**config.mk**
```make
export PLATFORM = sky130hd
export DESIGN_NAME = hamming74_encoder_tx_flat
export DESIGN_NICKNAME = d
export VERILOG_FILES = /design/src/rtl/hamming74_encoder_tx_pkg.sv /design/src/rtl/hamming74_encoder_tx_if.sv /design/src/rtl/hamming74_tx_fifo.sv /design/src/rtl/hamming74_encoder_tx.sv /design/src/flat_wrapper.sv
export SDC_FILE = /design/constraint.sdc
export NUM_CORES = 1
export LEC_CHECK = 0
export ABC_AREA = 1
export BUFFER_PORTS_ARGS = -buffer_cell sky130_fd_sc_hd__buf_2
export CAP_MARGIN = 0
export CORE_MARGIN = 1.5
export CORE_UTILIZATION = 58
export CTS_BUF_LIST = sky130_fd_sc_hd__clkbuf_16
export CTS_CLUSTER_DIAMETER = 200
export CTS_CLUSTER_SIZE = 24
export DETAILED_ROUTE_END_ITERATION = 8
export PLACE_DENSITY_LB_ADDON = 0.2
export SLEW_MARGIN = 20
export SYNTH_ARGS = -nofsm -noshare
export SYNTH_HDL_FRONTEND = slang
export SYNTH_SLANG_ARGS = --single-unit
export TNS_END_PERCENT = 5
```
**constraint.sdc**
```tcl
create_clock -name clock -period 3.06 [get_ports clock]
set_input_delay 0.612 -clock clock [delete_from_list [all_inputs] [get_ports clock]]
set_output_delay 0.612 -clock clock [all_outputs]
set_load 0.03 [all_outputs]
```
**src/rtl/hamming74_encoder_tx_pkg.sv**
```systemverilog
// Shared types and helpers for the decoder_proj link.
// Holds the Hamming(7,4) encoder, the injection mask and the TX FSM states.
package decoder_proj_pkg;

    localparam int CW_W  = 7;
    localparam int NIB_W = 4;

    typedef enum logic [1:0] {
        IDLE,
        SEND_LO,
        SEND_HI
    } tx_state_e;

    typedef struct packed {
        logic [2:0] inj_pos;
        logic [7:0] data;
    } tx_entry_t;

    // cw[6:0] = {d3,d2,d1,p4,d0,p2,p1}
    function automatic logic [CW_W-1:0] hamming74_enc(
        input logic [NIB_W-1:0] d
    );
        logic p1, p2, p4;
        p1 = d[0] ^ d[1] ^ d[3];
        p2 = d[0] ^ d[2] ^ d[3];
        p4 = d[1] ^ d[2] ^ d[3];
        return {d[3], d[2], d[1], p4, d[0], p2, p1};
    endfunction

    // 0 -> no flip, 1..7 -> flip bit (pos-1)
    function automatic logic [CW_W-1:0] inj_mask(
        input logic [2:0] pos
    );
        logic [CW_W-1:0] m;
        m = '0;
        if (pos != 3'd0) begin
            m[pos - 3'd1] = 1'b1;
        end
        return m;
    endfunction

endpackage

```
**src/rtl/hamming74_encoder_tx_if.sv**
```systemverilog
// Byte-in / codeword-out handshake bundle of the TX encoder.
// slave: encoder side; master: byte source and codeword sink.
interface hamming74_encoder_tx_if;
    import decoder_proj_pkg::*;

    logic            in_valid;
    logic            in_ready;
    logic [7:0]      in_data;
    logic [2:0]      in_inj_pos;
    logic            cw_valid;
    logic            cw_ready;
    logic [CW_W-1:0] cw_data;
    logic            cw_hi;

    modport slave (
        input  in_valid, in_data, in_inj_pos, cw_ready,
        output in_ready, cw_valid, cw_data, cw_hi
    );

    modport master (
        output in_valid, in_data, in_inj_pos, cw_ready,
        input  in_ready, cw_valid, cw_data, cw_hi
    );

endinterface

```
**src/rtl/hamming74_tx_fifo.sv**
```systemverilog
// Byte FIFO of {inj_pos,data} entries; pointers carry one extra wrap bit.
// Ports: clock, rst_n, wr_en/wr_data, rd_en/rd_data, level, full, empty.
module hamming74_tx_fifo
    import decoder_proj_pkg::*;
#(
    parameter int DEPTH = 4
) (
    input  logic                     clock,
    input  logic                     rst_n,
    input  logic                     wr_en,
    input  tx_entry_t                wr_data,
    input  logic                     rd_en,
    output tx_entry_t                rd_data,
    output logic [$clog2(DEPTH):0]   level,
    output logic                     full,
    output logic                     empty
);

    localparam int AW = $clog2(DEPTH);
    localparam int LW = AW + 1;

    tx_entry_t       mem [DEPTH];
    logic [AW:0]     wr_ptr;
    logic [AW:0]     rd_ptr;

    always_ff @(posedge clock or negedge rst_n) begin
        if (!rst_n) begin
            wr_ptr <= '0;
            rd_ptr <= '0;
        end else begin
            if (wr_en) wr_ptr <= wr_ptr + LW'(1);
            if (rd_en) rd_ptr <= rd_ptr + LW'(1);
        end
    end

    always_ff @(posedge clock) begin
        if (wr_en) mem[wr_ptr[AW-1:0]] <= wr_data;
    end

    assign rd_data = mem[rd_ptr[AW-1:0]];
    assign level   = wr_ptr - rd_ptr;
    assign full    = (level == LW'(DEPTH));
    assign empty   = (level == '0);

endmodule

```
**src/rtl/hamming74_encoder_tx.sv**
```systemverilog
// TX end of the decoder_proj link: buffers bytes, emits low then high
// Hamming(7,4) codewords. Ports: clock, rst_n, bus (slave), fifo_level, cw_count.
module hamming74_encoder_tx
    import decoder_proj_pkg::*;
#(
    parameter int DEPTH = 4,
    parameter int CNT_W = 16
) (
    input  logic                   clock,
    input  logic                   rst_n,
    hamming74_encoder_tx_if.slave  bus,
    output logic [$clog2(DEPTH):0] fifo_level,
    output logic [CNT_W-1:0]       cw_count
);

    tx_entry_t       wr_ent;
    tx_entry_t       rd_ent;
    logic            full;
    logic            empty;
    logic            pop;
    logic            rdy_q;

    tx_state_e       state_q, state_d;
    logic [CW_W-1:0] cw_q, cw_d;
    logic            hi_q, hi_d;
    logic            vld_q, vld_d;
    logic [3:0]      nib_q, nib_d;

    assign wr_ent = '{inj_pos: bus.in_inj_pos, data: bus.in_data};

    hamming74_tx_fifo #(.DEPTH(DEPTH)) u_fifo (
        .clock   (clock),
        .rst_n   (rst_n),
        .wr_en   (bus.in_valid & bus.in_ready),
        .wr_data (wr_ent),
        .rd_en   (pop),
        .rd_data (rd_ent),
        .level   (fifo_level),
        .full    (full),
        .empty   (empty)
    );

    // Held low through reset, rises on the first edge after release.
    always_ff @(posedge clock or negedge rst_n) begin
        if (!rst_n) rdy_q <= 1'b0;
        else        rdy_q <= 1'b1;
    end

    assign bus.in_ready = rdy_q & ~full;

    always_comb begin
        state_d = state_q;
        cw_d    = cw_q;
        hi_d    = hi_q;
        vld_d   = vld_q;
        nib_d   = nib_q;
        pop     = 1'b0;
        unique case (state_q)
            IDLE: begin
                if (!empty) begin
                    pop     = 1'b1;
                    cw_d    = hamming74_enc(rd_ent.data[3:0])
                            ^ inj_mask(rd_ent.inj_pos);
                    nib_d   = rd_ent.data[7:4];
                    hi_d    = 1'b0;
                    vld_d   = 1'b1;
                    state_d = SEND_LO;
                end
            end
            SEND_LO: begin
                if (bus.cw_ready) begin
                    cw_d    = hamming74_enc(nib_q);
                    hi_d    = 1'b1;
                    state_d = SEND_HI;
                end
            end
            SEND_HI: begin
                if (bus.cw_ready) begin
                    if (!empty) begin
                        pop     = 1'b1;
                        cw_d    = hamming74_enc(rd_ent.data[3:0])
                                ^ inj_mask(rd_ent.inj_pos);
                        nib_d   = rd_ent.data[7:4];
                        hi_d    = 1'b0;
                        state_d = SEND_LO;
                    end else begin
                        vld_d   = 1'b0;
                        hi_d    = 1'b0;
                        state_d = IDLE;
                    end
                end
            end
            default: state_d = IDLE;
        endcase
    end

    always_ff @(posedge clock or negedge rst_n) begin
        if (!rst_n) begin
            state_q <= IDLE;
            cw_q    <= '0;
            hi_q    <= 1'b0;
            vld_q   <= 1'b0;
            nib_q   <= '0;
        end else begin
            state_q <= state_d;
            cw_q    <= cw_d;
            hi_q    <= hi_d;
            vld_q   <= vld_d;
            nib_q   <= nib_d;
        end
    end

    always_ff @(posedge clock or negedge rst_n) begin
        if (!rst_n) begin
            cw_count <= '0;
        end else if (vld_q && bus.cw_ready) begin
            cw_count <= cw_count + CNT_W'(1);
        end
    end

    assign bus.cw_valid = vld_q;
    assign bus.cw_data  = cw_q;
    assign bus.cw_hi    = hi_q;

endmodule

```
**src/flat_wrapper.sv**
```systemverilog
// flat-port wrapper written by rule: the top's interface ports become plain ports
module hamming74_encoder_tx_flat import decoder_proj_pkg::*;
#(
    parameter int DEPTH = 4,
    parameter int CNT_W = 16
)
  (clock, rst_n, fifo_level, cw_count, bus_in_valid, bus_in_data, bus_in_inj_pos, bus_cw_ready, bus_in_ready, bus_cw_valid, bus_cw_data, bus_cw_hi);
  hamming74_encoder_tx_if bus_i ();
  input  logic clock;
  input  logic rst_n;
  output logic [$clog2(DEPTH):0] fifo_level;
  output logic [CNT_W-1:0] cw_count;
  input wire logic [$bits(bus_i.in_valid)-1:0] bus_in_valid;
  input wire logic [$bits(bus_i.in_data)-1:0] bus_in_data;
  input wire logic [$bits(bus_i.in_inj_pos)-1:0] bus_in_inj_pos;
  input wire logic [$bits(bus_i.cw_ready)-1:0] bus_cw_ready;
  output wire logic [$bits(bus_i.in_ready)-1:0] bus_in_ready;
  output wire logic [$bits(bus_i.cw_valid)-1:0] bus_cw_valid;
  output wire logic [$bits(bus_i.cw_data)-1:0] bus_cw_data;
  output wire logic [$bits(bus_i.cw_hi)-1:0] bus_cw_hi;
  assign bus_i.in_valid = bus_in_valid;
  assign bus_i.in_data = bus_in_data;
  assign bus_i.in_inj_pos = bus_in_inj_pos;
  assign bus_i.cw_ready = bus_cw_ready;
  assign bus_in_ready = bus_i.in_ready;
  assign bus_cw_valid = bus_i.cw_valid;
  assign bus_cw_data = bus_i.cw_data;
  assign bus_cw_hi = bus_i.cw_hi;
  hamming74_encoder_tx #(.DEPTH(DEPTH), .CNT_W(CNT_W)) u_core (.clock(clock), .rst_n(rst_n), .bus(bus_i), .fifo_level(fifo_level), .cw_count(cw_count));
endmodule
```
==> impl_metrics.py <==
metrics = {
    "status": {
        "status": "finished clean",
    },
    "die": {
        "die_area_um2": 7357,
        "fp-row-count": 29,
        "die_w_um": 85.78,
        "initial_core_util": 0.6118,
        "io_pins": 44,
        "core_area_um2": 6495,
        "die_h_um": 85.78,
    },
    "clock_network": {
        "holdBufCountCts": 0,
        "numClockSinks": 82,
        "cts_root_buffer": "clkbuf_16",
        "cts_max_level": 3,
        "cts_made_buffers": 9,
        "cts_max_path_buffers": 2,
        "clk_pin_slew_worst_paths_ns": 0.06,
        "cts_tree": "done",
        "clk_latency_ns": 0.33,
    },
    "timing": {
        "rsz0062_at_grt": "no",
        "max_freq_mhz": 354.4,
        "final.setup.tns_ns": 0,
        "setup_viol": 0,
        "hold-worst-slack_ns": 0.3812,
        "fin_worst_skew_ns": 0.004315,
        "finalCritPeriodShare": 0.9220,
        "final_hold_viol_count": 0,
        "drv_slew": 0,
        "slew_headroom": 0.4434,
        "min_period_ns": 2.821,
        "max_slew.worst_pin.slew_ns": 0.8349,
    },
    "logic_synthesis": {
        "syn_avg_cell_area_um2": 9.394,
        "synth_fp_nets": 448,
        "synth-seq-cells": 82,
        "ys.warnings.count": 0,
        "synth_area_um2": 3974,
        "ys_types": 31,
        "syn_inst": 423,
        "yosysSeqAreaShare": 0.5718,
    },
    "layout": {
        "multi_input_area_um2": 1496,
        "syn_to_final_growth_pct": 15.65,
        "antennaDiodeCount": 0,
        "layout-drive-gt1-share": 0.1743,
        "seqCellArea_um2": 2272,
        "fin_nets": 502,
        "n_fill_cell": 486,
    },
    "place": {
        "portBuffers": 43,
        "routabilityCongestion": 0.9061,
        "place_hpwl_mm": 5.514,
    },
    "grt": {
        "antenna_found_initial": 0,
        "grt_pass1_vias": 2895,
        "grt_max_degree": 39,
        "grt_usage": 0.2336,
        "grt_pass1_wl_mm": 13.20,
        "overflow": 0,
    },
    "routing": {
        "drt-vias-per-instance": 5.376,
        "drtAntennaViolNets": 0,
        "via_count": 3005,
        "drc_errors": 0,
        "dr.first_iter.drc_count": 177,
        "wl_mm": 7.861,
        "wl_per_cell_um": 14.06,
        "drtPass1Iterations": 5,
    },
    "power_and_ir_drop": {
        "total_leakage_power_nw": 2.219,
        "ir_drop_uv": 672.5,
        "powerDensity_nw_per_um2": 1154,
    },
    "min_path": {
        "hp-class": "in2async",
    },
    "worst_setup_path": {
        "crit_required_ns": 2.45,
        "cp-start-kind": "flop",
        "worstSetupPathType": "reg2out",
        "crit_path_max_fanout": 8,
        "crit_path_end_kind": "output pin",
        "critical_path_arrival_ns": 2.21,
    },
    "job": {
        "cap_violations": 0,
    },
}
==> power by group <==
part	leakage [nW]	internal (mW)	switching, mW
clock	0.145	0.630	0.427
combinational	1.20	0.838	1.77
sequential	0.873	1.44	0.196
==> cells by family after synthesis <==
family / synth area share
AND/OR/NAND/NOR: 0.2484
flip-flops: 0.5718
buffers and inverters: 0.05164
AO/OA/AOI/OAI: 0.04314
XOR/XNOR: 0.05069
adder cells (fa/ha/maj): 0.03338
other: 0.0009437
==> final timing paths <==
check | start | endpoint | depth (start not counted) | slack [ns]
min in group clock | u_core.bus.cw_data[0]$_DFFE_PN0P_ | u_core.bus.cw_data[0]$_DFFE_PN0P_ | 2 | 0.47
max | u_core.u_fifo.rd_ptr[0]$_DFFE_PN0P_ | bus_in_ready | 10 | 0.24
max in group asynchronous | rst_n | u_core.u_fifo.rd_ptr[0]$_DFFE_PN0P_ | 1 | 2.15
min reg2reg | u_core.bus.cw_data[0]$_DFFE_PN0P_ | u_core.bus.cw_data[0]$_DFFE_PN0P_ | 2 | 0.47
max reg2reg | u_core.u_fifo.rd_ptr[0]$_DFFE_PN0P_ | u_core.bus.cw_data[5]$_DFFE_PN0P_ | 13 | 0.43
min | rst_n | u_core.bus.cw_data[2]$_DFFE_PN0P_ | 1 | 0.38
==> per-stage QoR <==
step	setup WS (ns)	power [mW]	utilization	std cells	cell area (um^2)
4_1_cts	0.1760	5.293	0.7060	558	4586
3_3_place_gp	0.5974	4.136	0.6606	542	4290
2_1_floorplan	0.3938	3.609	-	423	3974
3_5_place_dp	0.4895	4.206	0.6606	542	4290
5_1_grt	0.02418	5.754	0.7076	559	4596
6_report	0.2387	5.303	0.7076	559	4596
==> critical path, stage by stage, from the launching register on <==
cell	delay [ns]
dfrtp_1	0.47
ha_1	0.23
fa_1	0.41
xnor2_1	0.15
nand2_1	0.06
nand2_1	0.10
inv_1	0.06
nand3_1	0.10
nand2_1	0.06
inv_1	0.07
clkbuf_4	0.18
==> cell usage in the layout (no fill, tap or decap), drive strengths merged, types with 2 or more instances in the layout <==
master    count
dfrtp        38
nand4         5
inv          45
nand2       146
xor2         15
nor2         35
ha            9
a32o          2
clkbuf       10
o22ai         5
clkinvlp      2
edfxtp       44
xnor2         8
buf          50
nor3          2
nand3        37
o21ai        20
a21oi         4
==> registers in the layout, indices dropped and copies added, names as in the netlist <==
signal	cells
u_core.u_fifo.mem	44
u_core.bus.cw_hi	1
u_core.state_q	2
u_core.u_fifo.rd_ptr	3
u_core.cw_count	16
u_core.nib_q	4
u_core.rdy_q	1
u_core.u_fifo.wr_ptr	3
u_core.bus.cw_data	7
u_core.bus.cw_valid	1
==> layout make-up <==
class / instances / share of cell area
Clock buffer: 9 / 0.04901
Clock inverter: 7 / 0.01525
Inverter: 42 / 0.03430
Multi-Input combinational cell: 291 / 0.3256
Sequential cell: 82 / 0.4944
Tap cell: 77 / 0.02096
Timing Repair Buffer: 51 / 0.06044
==> synth_stat cells <==
master      n  area share
a21oi_1     4      0.0050
a32o_1      2      0.0050
buf_2       5      0.0063
buf_4       1      0.0019
buf_6       1      0.0028
clkbuf_1    1     0.00094
conb_1      1     0.00094
dfrtp_1    38        0.24
edfxtp_1   44        0.33
fa_1        1      0.0050
ha_1        9       0.028
inv_1      38       0.036
inv_2       4      0.0038
nand2_1   140        0.13
nand2_2     4      0.0063
nand2_4     2      0.0057
nand3_1    36       0.045
nand3_2     1      0.0025
nand4_1     4      0.0063
nand4_2     1      0.0031
nor2_1     30       0.028
nor2_2      2      0.0031
nor2_4      3      0.0085
nor3_1      1      0.0013
nor3_4      1      0.0041
o21ai_0    18       0.023
o21ai_1     2      0.0025
o22ai_1     5      0.0079
or2_2       1      0.0016
xnor2_1     8       0.018
xor2_1     15       0.033
==> per-layer routing <==
layer	vias up	GRT usage	part of all wire
li1	1483	-	-
met1	1415	0.3106	0.45
met2	95	0.3787	0.48
met3	12	0.05197	0.052
met4	0	0.08798	0.015
met5	-	0	0
==> timing repair <==
action | 4_1_cts | 5_1_grt
gates resized for setup | 0 | 1
setup buffers | 0 | 1
setup endpoints to repair | 0 | 1
No activity file was read; power rests on OpenSTA's default activity.
